$ cat src/rtl/msx_bus_initiator.sv
// rtl/msx_bus_initiator.sv - Z80-style MSX cartridge bus master (memory, M1, I/O cycles).
// Optional wait timeout abort: define MSX_BUS_TIMEOUT_EN.
module msx_bus_initiator #(
   parameter int CLK_DIV  = 6,
   parameter int WAIT_MAX = 64
) (
   input  logic        clk,
   input  logic        reset,
   input  logic        req_valid,
   output logic        req_ready,
   input  logic        req_write,
   input  logic        req_io,
   input  logic        req_m1,
   input  logic        req_slot,
   input  logic [15:0] req_addr,
   input  logic [7:0]  req_wdata,
   output logic        rsp_valid,
   output logic [7:0]  rsp_rdata,
   output logic        rsp_err,
   output logic [15:0] addr,
   output logic [7:0]  cdout,
   output logic        data_oe,
   input  logic [7:0]  cdin,
   output logic        sltsl_n,
   output logic        merq_n,
   output logic        iorq_n,
   output logic        m1_n,
   output logic        rd_n,
   output logic        wr_n,
   input  logic        wait_n
);

   typedef enum logic [2:0] {
      S_IDLE, S_T1, S_T2, S_TW, S_T3, S_DONE
   } state_t;

   if (CLK_DIV < 2 || CLK_DIV > 255 || WAIT_MAX < 1) begin : g_bad_param
      $error("msx_bus_initiator: CLK_DIV must be 2..255 and WAIT_MAX >= 1");
   end

   state_t      r_state;
   logic [7:0]  r_div;
   logic        r_write;
   logic        r_io;
   logic        w_tick;
   logic        w_busy;

   assign w_tick = (r_div == 8'(CLK_DIV - 1));
   assign w_busy = (r_state != S_IDLE) && (r_state != S_DONE);

`ifdef MSX_BUS_TIMEOUT_EN
   logic [15:0] r_wait_cnt;
   logic        r_err;
   assign rsp_err = r_err;
`else
   assign rsp_err = 1'b0;
`endif

   always_ff @(posedge clk or posedge reset) begin
      if (reset) begin
         r_state   <= S_IDLE;
         r_div     <= 8'd0;
         r_write   <= 1'b0;
         r_io      <= 1'b0;
         req_ready <= 1'b1;
         rsp_valid <= 1'b0;
         rsp_rdata <= 8'd0;
         addr      <= 16'd0;
         cdout     <= 8'd0;
         data_oe   <= 1'b0;
         sltsl_n   <= 1'b1;
         merq_n    <= 1'b1;
         iorq_n    <= 1'b1;
         m1_n      <= 1'b1;
         rd_n      <= 1'b1;
         wr_n      <= 1'b1;
`ifdef MSX_BUS_TIMEOUT_EN
         r_wait_cnt <= 16'd0;
         r_err      <= 1'b0;
`endif
      end else begin
         rsp_valid <= 1'b0;
         if (w_busy) begin
            r_div <= w_tick ? 8'd0 : r_div + 8'd1;
         end
         case (r_state)
            S_IDLE: begin
               if (req_valid && req_ready) begin
                  r_write   <= req_write;
                  r_io      <= req_io;
                  addr      <= req_addr;
                  cdout     <= req_wdata;
                  req_ready <= 1'b0;
                  r_div     <= 8'd0;
`ifdef MSX_BUS_TIMEOUT_EN
                  r_wait_cnt <= 16'd0;
                  r_err      <= 1'b0;
`endif
                  // Memory cycles open their strobes in T1; I/O only presents the address.
                  if (!req_io) begin
                     merq_n  <= 1'b0;
                     sltsl_n <= ~req_slot;
                     if (!req_write) begin
                        rd_n <= 1'b0;
                        m1_n <= ~req_m1;
                     end
                  end
                  r_state <= S_T1;
               end
            end
            S_T1: begin
               if (w_tick) begin
                  if (r_io) begin
                     iorq_n <= 1'b0;
                     if (r_write) begin
                        wr_n    <= 1'b0;
                        data_oe <= 1'b1;
                     end else begin
                        rd_n <= 1'b0;
                     end
                  end else if (r_write) begin
                     wr_n    <= 1'b0;
                     data_oe <= 1'b1;
                  end
                  r_state <= S_T2;
               end
            end
            S_T2: begin
               // I/O always inserts one wait state, memory only on request.
               if (w_tick) begin
                  if (!r_io && wait_n) begin
                     if (!r_write) rsp_rdata <= cdin;
                     m1_n    <= 1'b1;
                     r_state <= S_T3;
                  end else begin
                     r_state <= S_TW;
                  end
               end
            end
            S_TW: begin
               if (w_tick) begin
                  if (wait_n) begin
                     if (!r_write) rsp_rdata <= cdin;
                     m1_n    <= 1'b1;
                     r_state <= S_T3;
                  end
`ifdef MSX_BUS_TIMEOUT_EN
                  else if (r_wait_cnt + 16'd1 == 16'(WAIT_MAX)) begin
                     r_err     <= 1'b1;
                     rsp_rdata <= 8'hFF;
                     m1_n      <= 1'b1;
                     r_state   <= S_T3;
                  end else begin
                     r_wait_cnt <= r_wait_cnt + 16'd1;
                  end
`endif
               end
            end
            S_T3: begin
               if (w_tick) begin
                  sltsl_n <= 1'b1;
                  merq_n  <= 1'b1;
                  iorq_n  <= 1'b1;
                  m1_n    <= 1'b1;
                  rd_n    <= 1'b1;
                  wr_n    <= 1'b1;
                  data_oe <= 1'b0;
                  r_state <= S_DONE;
               end
            end
            S_DONE: begin
               rsp_valid <= 1'b1;
               req_ready <= 1'b1;
               r_state   <= S_IDLE;
            end
            default: r_state <= S_IDLE;
         endcase
      end
   end

endmodule

$ cat config.mk
export PLATFORM = sky130hd
export DESIGN_NAME = msx_bus_initiator
export DESIGN_NICKNAME = d
export VERILOG_FILES = /design/src/rtl/msx_bus_initiator.sv
export SDC_FILE = /design/constraint.sdc
export NUM_CORES = 1
export LEC_CHECK = 0
export BUFFER_PORTS_ARGS = -buffer_cell sky130_fd_sc_hd__buf_2
export CAP_MARGIN = 20
export CELL_PAD_IN_SITES_DETAIL_PLACEMENT = 2
export CELL_PAD_IN_SITES_GLOBAL_PLACEMENT = 2
export CORE_ASPECT_RATIO = 1.1
export CORE_UTILIZATION = 29
export DETAILED_ROUTE_END_ITERATION = 8
export GPL_TIMING_DRIVEN = 0
export PLACE_DENSITY_LB_ADDON = 0.1
export SLEW_MARGIN = 15
export SYNTH_ARGS = -nofsm -noshare
export SYNTH_HDL_FRONTEND = slang
export SYNTH_SLANG_ARGS = --single-unit
$ cat constraint.sdc
create_clock -name clk -period 2.3 [get_ports clk]
set_input_delay 0.46 -clock clk [delete_from_list [all_inputs] [get_ports clk]]
set_output_delay 0.46 -clock clk [all_outputs]
set_load 0.02 [all_outputs]
* After elaboration in Yosys (flattened, before gate mapping)
Cells that the tools add are included.
Cells by class: add/sub/neg operators 1, $mul 0, div/mod/pow operators 0, $lt $le $gt $ge 0, equality and inequality tests 19, shifts and indexed selects 0, mux-type cells 53, bitwise gates (word level) 2, reductions and logical operators 21
Operators by type and width (number):
- two-way mux 8 bit | 9
- two-way mux 1 bit | 27
- inequality test 2 bit, second input constant | 12
- two-way mux 3 bit | 7
- case mux 8 bit (2 select lines) | 1
- case mux 3 bit (5 select lines) | 1
- case mux 1 bit (2 select lines) | 6
- AND reduction 4 bit | 3
- AND reduction 9 bit | 1
- adder 8 x 1 -> 8 bit, second input constant | 1
- equality test 8 x 3 -> 1 bit, second input constant | 1
- AND reduction 8 bit | 1
- nonzero test 2 bit | 4
- equality test 3 x 2 -> 1 bit, second input constant | 2
- equality test 3 bit, second input constant | 2
- AND reduction 6 bit | 1
- nonzero test 3 bit | 2
- AND reduction 5 bit | 1
- case mux 1 bit (4 select lines) | 1
- AND reduction 2 bit | 2
- nonzero test 4 bit | 1
- equality test 3 x 1 -> 1 bit, second input constant | 1
- logical AND 1 bit | 3
- logical NOT 3 bit | 1
- 4 further kinds | 5
Word-level totals: register bits 54, bits in latches 0, bits in writable memories 0, ROM bits 0, logic and storage cells 112, memories kept 0

* Depth between registers and ports, before layout
Gate-level depths: netlist of the first run.
depth in word-level cells 5, depth in mapped cells 7

* Worst setup path after synthesis of the first run
OpenSTA, ideal clock, no wires.
kind reg-to-reg, from register r_div[5], to register rsp_rdata[0], library setup time 0.125 ns, arrival time 1.640 ns, required time 2.175 ns, slack 0.535 ns, stages on the path, launching flop included 5, path buffers 0, clock period less this slack 1.765 ns, path through dfrtp_1 > nor4_4 > nand4b_4 > nor3_4 > mux2_2
Between the ends: cells in the longest elaborated chain, start to end 3
Ends and longest elaborated chain:
- start: declaration | RTL line 42 | logic [7:0] r_div;
- start signal: assignment | RTL line 84 | r_div <= w_tick ? 8'd0 : r_div + 8'd1;
- equality test 8 x 3 -> 1 bit (*) | RTL line 48 | assign w_tick = (r_div == 8'(CLK_DIV - 1));
- inequality test 2 bit (no line)
- AND reduction 5 bit (no line) (*)
- end signal: assignment | RTL line 132 | if (!r_write) rsp_rdata <= cdin;
- end signal: assignment | RTL line 143 | if (!r_write) rsp_rdata <= cdin;
- end: declaration | RTL line 18 | output logic [7:0] rsp_rdata,
Mark *: on every way between the ends. The rest lies on a longest branch, timed or not. A chain may end at the register's enable or synchronous reset.

* Final worst setup path of the first run
from register r_div[5], to register rsp_rdata[4]
The elaborated chain is that of the path after synthesis.

==> metrics.yaml, run 1 <==
grt_pass1_wl_mm: 10.96
clock_latency_ns: 0.30
synth_top_family_by_area: "simple AND/OR/NAND/NOR gates"
n_antenna_cell: 0
vias: 2012
path_class: "flip-flop to flip-flop"
gp_congestion: 0.7027
fin_crit_sh: 0.8865
slew_headroom: 0.5378
grt-ovfl-total: 0
core_area_sq_mm: 0.007955
grtUsageTotal: 0.1647
drt_iter0_markers: 96
layout_min_cycle_time_ns: 2.039
syn-num-nets: 282
cp.arrival_ns: 2.24
antenna_found_initial: 0
slew_violations: 0
fin_skew_ns: 0.007527
cts_max_level: 2
post_cts_resized: 0
path_cells: "nor4_4 > nand4b_4 > nor3_4 > mux2_2"
ys_types: 47
area_growth_pct: 25.83
peakVddDrop_mv: 0.2252
synth_async_sr_flop_share: 1.000
dieArea_sq_mm: 0.008652
initial_core_util: 0.3020
worst_pin_slew_ns: 0.6933
drc: 0
root_buffer: "clkbuf_8"
tritoncts: "built"
max_freq_mhz: 490.5
synth-compound-area-share: 0.09688
row_count: 34
synth_fa_ha_area_frac: 0.01042
final_cells: 436
setup_viol_count_final: 0
die_y_um: 97.46
slowest_stage: "nor3_4"
fin_nets: 369
rrSetupSlack_ns: 0.26
cts_max_path_buffers: 2
synth_xor_xnor_area_share: 0.02552
crit_fanout: 10
io_buffer_count: 80
syn_avg_cell_area_sq_um: 10.01
syn_inst: 240
final_cell_mix: "82 x nand2_1, 80 x buf_2, 47 x dfrtp_1, 11 x o21ai_0, 10 x nor2_1"
p_leak_uw: 0.001716
placed_cells_incl_taps: 428
wl_per_cell_um: 15.18
routed_wirelength_mm: 6.617
finalPower_uw: 1535
fill_cells: 929
die_w_um: 88.78
ys_warn_count: 0
hp-class: "primary input to asynchronous set/reset pin"
clk_pin_slew_ns: 0.10
synthFlopType: "dfrtp_1"
grt_pass1_vias: 2225
via_per_inst: 4.615
startpoint_type: "flip-flop"
synth.area.mux_share: 0.03750
cp_slowest_stage_delay_ns: 0.47
synthSimpleGateAreaFrac: 0.2318
p_per_area_mw_per_mm2: 507.9
grt_max_degree: 55
cts_buffers: 5
layout_commonest_cell: "nand2_1"
worst_ep_required_time_ns: 2.50
first_pass_iters: 4
ys_seq_area_frac: 0.5661
cap_violations: 0
postRouteAntennaNets: 0
cts_sinks: 54
rsz0062_at_grt: "no"
hold_viol: 0
ioPinCount: 82
synthesis.area_sq_mm: 0.002402
post_cts_buffers: 0
status: "complete, no violations"
holdBufCountCts: 0
endpoint_kind: "flip-flop"
hpwl_mm: 4.872
drive_gt1_frac: 0.3537
synth_edf_count: 0
ys_ff_latch: 54
[routing by layer]
| layer | wire length [um] | part of all wire | GRT usage |
|---|---|---|---|
| met2 | 3340 | 0.50 | 0.2704 |
| met4 | 70 | 0.011 | 0.04094 |
| met5 | 0 | 0 | 0 |
| met3 | 238 | 0.036 | 0.03229 |
| met1 | 2968 | 0.45 | 0.2202 |
[state kept, by name, indices dropped and copies added, names as in the netlist, 3 cells and up]
register and count:
addr 16, cdout 8, r_div 8, r_state 3
rsp_rdata 8
[metrics by stage]
| stage | hold WS (ns) | worst slack, ns | cell area, sq um | TNS, ns | util |
|---|---|---|---|---|---|
| finish | 0.2569 | 0.2611 | 3023 | 0 | 0.3800 |
| global route | 0.3039 | 0.05019 | 3023 | 0 | 0.3800 |
| CTS | 0.2870 | 0.2191 | 3023 | 0 | 0.3800 |
| detailed placement | 0.4617 | 0.2339 | 2940 | 0 | 0.3696 |
| global placement | 0.4532 | -0.3840 | 2938 | -17.83 | 0.3693 |
| floorplan | 0.4942 | 0.5349 | 2402 | 0 | - |
[worst paths after layout]
path | to | from | cells past startpoint
setup / recovery | rsp_rdata[4] | r_div[5] | 4
hold / removal | rsp_rdata[7] | reset | 2
setup reg to reg | rsp_rdata[4] | r_div[5] | 4
hold reg to reg | addr[0] | addr[0] | 2
max in group asynchronous | r_div[7] | reset | 2
min in group clk | cdout[6] | req_wdata[6] | 3
[critical path: cells and delay by family, from the launching register on]
family / cells / cell delay [ns]
flip-flops: 1 / 0.45
multiplexers: 1 / 0.40
AND/OR/NAND/NOR: 3 / 1.08
[layout make-up]
| class | instances | area, sq um | share of cell area |
|---|---|---|---|
| Timing Repair Buffer | 80 | 400.4 | 0.1325 |
| Clock inverter | 2 | 10.01 | 0.003311 |
| Buffer | 11 | 50.05 | 0.01656 |
| Clock buffer | 6 | 72.57 | 0.02401 |
| Sequential cell | 54 | 1360 | 0.4499 |
| Inverter | 6 | 25.02 | 0.008278 |
| Multi-Input combinational cell | 169 | 969.7 | 0.3208 |
| Tap cell | 108 | 135.1 | 0.04470 |
[synthesized netlist by cell type, types with 2 or more instances]
cell type | count | area share
ha_1 | 2 | 0.010
a211o_1 | 2 | 0.0073
buf_4 | 2 | 0.0062
a21oi_1 | 4 | 0.0083
and2_1 | 2 | 0.0052
nand3_1 | 3 | 0.0062
nor2_1 | 10 | 0.016
mux2_2 | 8 | 0.038
nand2_1 | 82 | 0.13
a221oi_1 | 2 | 0.0073
nor2b_1 | 3 | 0.0078
and4_2 | 2 | 0.0083
dfstp_2 | 7 | 0.077
o211ai_1 | 2 | 0.0062
dfrtp_1 | 47 | 0.49
o21ai_0 | 11 | 0.023
clkbuf_1 | 7 | 0.011
o22a_1 | 2 | 0.0073
a31oi_1 | 3 | 0.0078
xor2_1 | 7 | 0.026
inv_1 | 6 | 0.0094
[power breakdown]
part,switching [uW],leakage [uW],internal [uW]
combinational,33.0,0.000951,26.1
clock,314,0.0000450,212
sequential,0,0.000719,949
total,347,0.00172,1190
[kinds of logic after synthesis]
family                   count (synthesis)
flip-flops                              54
multiplexers                             8
adder cells (fa/ha/maj)                  2
other                                    1
buffers and inverters                   17
AO/OA/AOI/OAI                           35
XOR/XNOR                                 7
AND/OR/NAND/NOR                        116
(Power assumes the default switching activity.)
==> run 2: changes to the inputs <==
==> constraint.sdc (replaced) <==
create_clock -name clk -period 2.3 [get_ports clk]
set_input_delay 0.115 -clock clk [delete_from_list [all_inputs] [get_ports clk]]
set_output_delay 0.115 -clock clk [all_outputs]
set_load 0.02 [all_outputs]
==> run 2 against run 1 <==
Compared with the run above: combinational power rose by 48%; sequential share of layout area fell by 2.9 points; global-route usage rose by 0.49 points; sequential power barely moved; cell area rose by 7.0%; register-to-register slack got worse by 0.04 ns; routed wire length rose by 3.3%; utilization rose by 2.6 points; first-iteration DRC count fell by 21%; non-clock buffer count rose by 21; via count rose by 4.4%; largest power group unchanged; count of clock-buffer cells in the layout did not move.
==> metrics.yaml, run 2 (synthesis gave the netlist of run 1 again) <==
largest_reg_flops: 16  # unchanged
clk_pin_slew_ns: 0.10  # about the same
layout_commonest_cell: "nand2_1"
top_register: "addr"
layout_min_cycle_time_ns: 2.079  # +0.04013 ns
slowest_stage: "dfrtp_1"
postRouteAntennaNets: 0  # unchanged
gp_congestion: 0.7027  # unchanged
initial_core_util: 0.3020  # unchanged
antenna_found_initial: 0  # unchanged
via_per_inst: 4.597  # -0.37%
crit_fanout: 10  # unchanged
dieArea_sq_mm: 0.008652  # unchanged
seqPwrFrac: 0.607  # -0.011
fin_skew_ns: 0.006467  # -0.001060 ns
drt_iter0_markers: 76  # -21%
area_growth_pct: 34.58
p_per_area_mw_per_mm2: 484.0  # -4.7%
path_cells: "and3b_1 > and2_1 > clkbuf_1 > clkbuf_1 > nand2_1 > nand2_1"
internal_power_uw: 1211  # +2.0%
peakVddDrop_mv: 0.2283  # +1.4%
worst_ep_required_time_ns: 2.55  # +0.05 ns
grt_max_degree: 55  # unchanged
first_pass_iters: 4  # unchanged
grt_pass1_wl_mm: 11.36  # +3.6%
root_buffer: "clkbuf_8"
clockPowerShare: 0.338  # -0.005
fin_crit_sh: 0.9039  # +0.01745
die_y_um: 97.46  # unchanged
hpwl_mm: 4.872  # unchanged
tritoncts: "built"
p_leak_uw: 0.001803  # +5.1%
grt_pass1_vias: 2305  # +3.6%
hp-class: "primary input to flip-flop"
row_count: 34  # unchanged
die_w_um: 88.78  # unchanged
vias: 2101  # +4.4%
power.switching_uw: 353.8  # +1.8%
worst_slack_ns: 0.2210  # -0.04013 ns
fin_nets: 390  # +5.7%
worst-path-buf-inv: 2  # +2
cp_slowest_stage_delay_ns: 0.46  # about the same
drive_gt1_frac: 0.3324  # -0.02128
startpoint_type: "flip-flop"
n_antenna_cell: 0  # unchanged
wl_per_cell_um: 14.95  # -1.5%
fill_cells: 914  # -1.6%
status: "complete, no violations"
cap_violations: 0  # unchanged
crit_family: "buffers and inverters"
io_buffer_count: 80  # unchanged
clock_latency_ns: 0.31  # about the same
rsz0062_at_grt: "no"
fin_tns_setup_ns: 0  # unchanged
grt-ovfl-total: 0  # unchanged
core_area_sq_mm: 0.007955  # unchanged
slew_violations: 0  # unchanged
cts_buffers: 5  # unchanged
cts_sinks: 54  # unchanged
p_comb_frac: 0.056  # +0.018
drc: 0  # unchanged
place_ws_ns: 0.2425  # +0.008559 ns
fin_hold_ws_ns: 0.009785  # -0.2471 ns
slew_headroom: 0.5373  # about the same
max_freq_mhz: 481.0  # -1.9%
cts_max_path_buffers: 2  # unchanged
ioPinCount: 82  # unchanged
cp.arrival_ns: 2.33  # +0.09 ns
setup_viol_count_final: 0  # unchanged
worst_pin_slew_ns: 0.6941  # +0.0007960 ns
cts_max_level: 2  # unchanged
p_sw_frac: 0.2261  # about the same
grtUsageTotal: 0.1696  # +0.004942
routed_wirelength_mm: 6.833  # +3.3%
path_class: "flip-flop to flip-flop"
hold_viol: 0  # unchanged
final_cell_mix: "82 x nand2_1, 80 x buf_2, 47 x dfrtp_1, 21 x dlygate4sd3_1, 11 x o21ai_0"
endpoint_kind: "flip-flop"
## run 2: cell count changes in the layout (fill, tap and decap cells not counted)
cell           before  now
dlygate4sd3_1       0   21
## run 2: power groups by stage
stage	clock [uW]	combinational, uW	sequential [uW]
final	528	87.2	949
after global routing	589	98.1	950
after floorplan	0	19.0	968
after detailed placement	0	61.8	968
after global placement	0	60.2	968
after CTS	555	85.0	949
## run 2: cell type report
| class | count | area [sq um] | share of cell area |
|---|---|---|---|
| multi-input cells | 169 | 969.7 | 0.2999 |
| inverters | 6 | 25.02 | 0.007740 |
| repair buffers | 101 | 610.6 | 0.1889 |
| clock inverters | 2 | 10.01 | 0.003096 |
| clock buffers | 6 | 72.57 | 0.02245 |
| flip-flops and latches | 54 | 1360 | 0.4207 |
| well taps | 108 | 135.1 | 0.04180 |
| plain buffers | 11 | 50.05 | 0.01548 |
## run 2: repair_timing
item / 4_1_cts / 5_1_grt
hold buffers: 18 / 3
gates resized for setup: 0 / 0
hold endpoints to repair: 64 / 3
buffers inserted: 0 / 0
## run 2: worst reg2reg max path, cell delays in order, from the launching register on
cell      delay, ns
dfrtp_1        0.46
and3b_1        0.35
and2_1         0.15
clkbuf_1       0.39
clkbuf_1       0.44
nand2_1        0.14
nand2_1        0.09
## run 2: through the flow
step / utilization / instance area [sq um] / power [uW] / std cells
after floorplan: - / 2402 / 986.5 / 240
after global placement: 0.3693 / 2938 / 1028 / 428
after detailed placement: 0.3696 / 2940 / 1029 / 428
final: 0.4064 / 3233 / 1565 / 457
after CTS: 0.4026 / 3203 / 1589 / 454
after global routing: 0.4064 / 3233 / 1637 / 457
## run 2: final timing paths
path	from	endpoint	slack, ns	depth (start not counted)
max	r_state[2]	addr[12]	0.22	6
min	req_addr[5]	addr[5]	0.01	3
max reg2reg	r_state[2]	addr[12]	0.22	6
min reg2reg	cdout[5]	cdout[5]	0.49	2
max in group asynchronous	reset	r_div[7]	1.37	3
min in group asynchronous	reset	rsp_rdata[7]	0.46	3
## run 2: metal layers
layer,part of all wire,up-vias,routed length (um),global-route usage
li1,-,1007,-,-
met1,0.44,1046,2987,0.2240
met2,0.52,41,3574,0.2858
met3,0.029,7,198,0.02804
met4,0.011,0,73,0.04094
met5,0,-,0,0
==> run 3: changes to the inputs <==
Clock period 2.3 ns to 2.2 ns, I/O delays scaled along.
==> run 3 against run 2 <==
Compared with the run above: count of clock-buffer cells in the layout stayed put; highest routed layer unchanged; utilization is 0.41 points higher; critical path type unchanged; critical path depth is 2 lower; worst hold slack better by 0.00079 ns; sequential power is 4.6% higher; fmax is 2.3% higher; routed wire length is 0.31% lower; first-iteration DRC count is 7.9% lower; largest cell class unchanged; cell area is 1.0% higher.
==> metrics.yaml, run 3 (synthesis gave the netlist of run 1 again) <==
status: "complete, no violations"
row_count: 34  # unchanged
io_buffer_count: 80  # unchanged
hold_viol: 0  # unchanged
slowest_stage: "nor3_4"
fill_cells: 902  # -1.3%
n_antenna_cell: 0  # unchanged
fin_hold_ws_ns: 0.01058  # +0.0007936 ns
slew_headroom: 0.5345  # -0.002757
root_buffer: "clkbuf_8"
postRouteAntennaNets: 0  # unchanged
final_cells: 460  # +0.66%
placed_cells_incl_taps: 428  # unchanged
top_register: "addr"
worstHoldEndpoint: "addr[15]"
vias: 2111  # +0.48%
power.switching_uw: 370.5  # +4.7%
fin_tns_setup_ns: 0  # unchanged
max_freq_mhz: 492.0  # +2.3%
startpoint_type: "flip-flop"
area_growth_pct: 35.94
layout_commonest_cell: "nand2_1"
grt_pass1_vias: 2360  # +2.4%
post_cts_buffers: 0  # unchanged
hp-start: "req_addr[15]"
clock_latency_ns: 0.31  # about the same
rsz0062_at_grt: "no"
grt_max_degree: 55  # unchanged
path_cells: "nor4_4 > nand4b_4 > nor3_4 > mux2_2"
hp-class: "primary input to flip-flop"
p_sw_frac: 0.2259  # about the same
largest_reg_flops: 16  # unchanged
cap_violations: 0  # unchanged
grtUsageTotal: 0.1724  # +0.002824
cp_slowest_stage_delay_ns: 0.47  # about the same
drc: 0  # unchanged
internal_power_uw: 1270  # +4.8%
final_cell_mix: "82 x nand2_1, 80 x buf_2, 47 x dfrtp_1, 24 x dlygate4sd3_1, 11 x o21ai_0"
worstHoldPathCells: 3  # unchanged
clockPowerShare: 0.337  # about the same
path_class: "flip-flop to flip-flop"
antenna_found_initial: 0  # unchanged
cts_buffers: 5  # unchanged
crit_fanout: 10  # unchanged
peakVddDrop_mv: 0.2389  # +4.6%
fin_nets: 393  # +0.77%
tritoncts: "built"
die_w_um: 88.78  # unchanged
postLayoutCoreUtil: 0.4105  # +0.004089
initial_core_util: 0.3020  # unchanged
setup_viol_count_final: 0  # unchanged
layout_min_cycle_time_ns: 2.032  # -0.04654 ns
rrSetupSlack_ns: 0.17  # -0.05 ns
endpoint_kind: "flip-flop"
clk_pin_slew_ns: 0.10  # about the same
p_per_area_mw_per_mm2: 502.2  # +3.8%
grt-ovfl-total: 0  # unchanged
cts_max_path_buffers: 2  # unchanged
fin_crit_sh: 0.9238  # +0.01993
core_area_sq_mm: 0.007955  # unchanged
finalPower_uw: 1640  # +4.8%
cp.arrival_ns: 2.23  # -0.10 ns
r2r_end: "rsp_rdata[1]"
routed_wirelength_mm: 6.812  # -0.31%
slew_violations: 0  # unchanged
p_comb_frac: 0.058  # +0.002
wl_per_cell_um: 14.81  # -0.96%
p_leak_uw: 0.001823  # +1.1%
drive_gt1_frac: 0.3352  # +0.002849
reg2reg_from: "r_div[5]"
via_per_inst: 4.589  # -0.18%
ioPinCount: 82  # unchanged
hpwl_mm: 4.872  # unchanged
seqPwrFrac: 0.605  # -0.002
reg2regPathDepth: 4  # -2
worst_pin_slew_ns: 0.6982  # +0.004135 ns
drt_iter0_markers: 70  # -7.9%
worst_ep_required_time_ns: 2.39  # -0.16 ns
dieArea_sq_mm: 0.008652  # unchanged
first_pass_iters: 4  # unchanged
fin_skew_ns: 0.006136  # -0.0003308 ns
cts_max_level: 2  # unchanged
die_y_um: 97.46  # unchanged
gp_congestion: 0.7027  # unchanged
grt_pass1_wl_mm: 11.53  # +1.5%
cts_sinks: 54  # unchanged
[run 3: cell types whose count changed in the layout (fill, tap and decap cells not counted), sizes merged]
| cell | change |
|---|---|
| dlygate4sd3 | +3 |
[run 3: routing by layer]
| metal | track usage | part of all wire | routed length, um |
|---|---|---|---|
| met5 | 0 | 0 | 0 |
| met4 | 0.04094 | 0.011 | 73 |
| met3 | 0.02974 | 0.030 | 203 |
| met2 | 0.2982 | 0.53 | 3579 |
| met1 | 0.2202 | 0.43 | 2955 |
[run 3: through the flow]
stage | instance area, sq um | setup slack, ns
after floorplan | 2402 | 0.4349
after global routing | 3266 | 0.03839
final | 3266 | 0.1675
after global placement | 2938 | -0.1340
after CTS | 3263 | 0.1191
after detailed placement | 2940 | 0.1425
[run 3: layout make-up]
class | count | area [sq um] | share of cell area
Buffer | 11 | 52.55 | 0.01609
Clock buffer | 6 | 72.57 | 0.02222
Clock inverter | 2 | 10.01 | 0.003065
Inverter | 6 | 25.02 | 0.007663
Multi-Input combinational cell | 169 | 969.7 | 0.2969
Sequential cell | 54 | 1360 | 0.4165
Tap cell | 108 | 135.1 | 0.04138
Timing Repair Buffer | 104 | 640.6 | 0.1962
[run 3: worst max-delay path, delay by kind of cell, from the launching register on]
kind,cells,cell delay (ns)
flops,1,0.45
mux,1,0.39
simple gates,3,1.08
[run 3: worst max path at each step]
stage | start | slack (ns) | cells past startpoint | to
floorplan | r_div[5] | 0.43 | 4 | rsp_rdata[0]
global placement | reset | -0.13 | 2 | r_state[1]
detailed placement | r_div[5] | 0.14 | 4 | rsp_rdata[4]
CTS | r_div[5] | 0.12 | 4 | rsp_rdata[4]
global route | r_div[5] | 0.04 | 4 | rsp_rdata[4]
finish | r_div[5] | 0.17 | 4 | rsp_rdata[1]
[run 3: power groups by stage]
stage	Clock, uW	Combinational [uW]	Sequential, uW
after global placement	0	63.0	1010
after floorplan	0	19.9	1010
after CTS	580	97.1	993
final	552	95.3	993
after detailed placement	0	64.6	1010
after global routing	616	107	993
[run 3: what timing repair did]
item,4_1_cts,5_1_grt
resized for setup,0,4
endpoints found under the hold margin,70,0
endpoints found under the setup margin,0,10
hold buffers,24,0
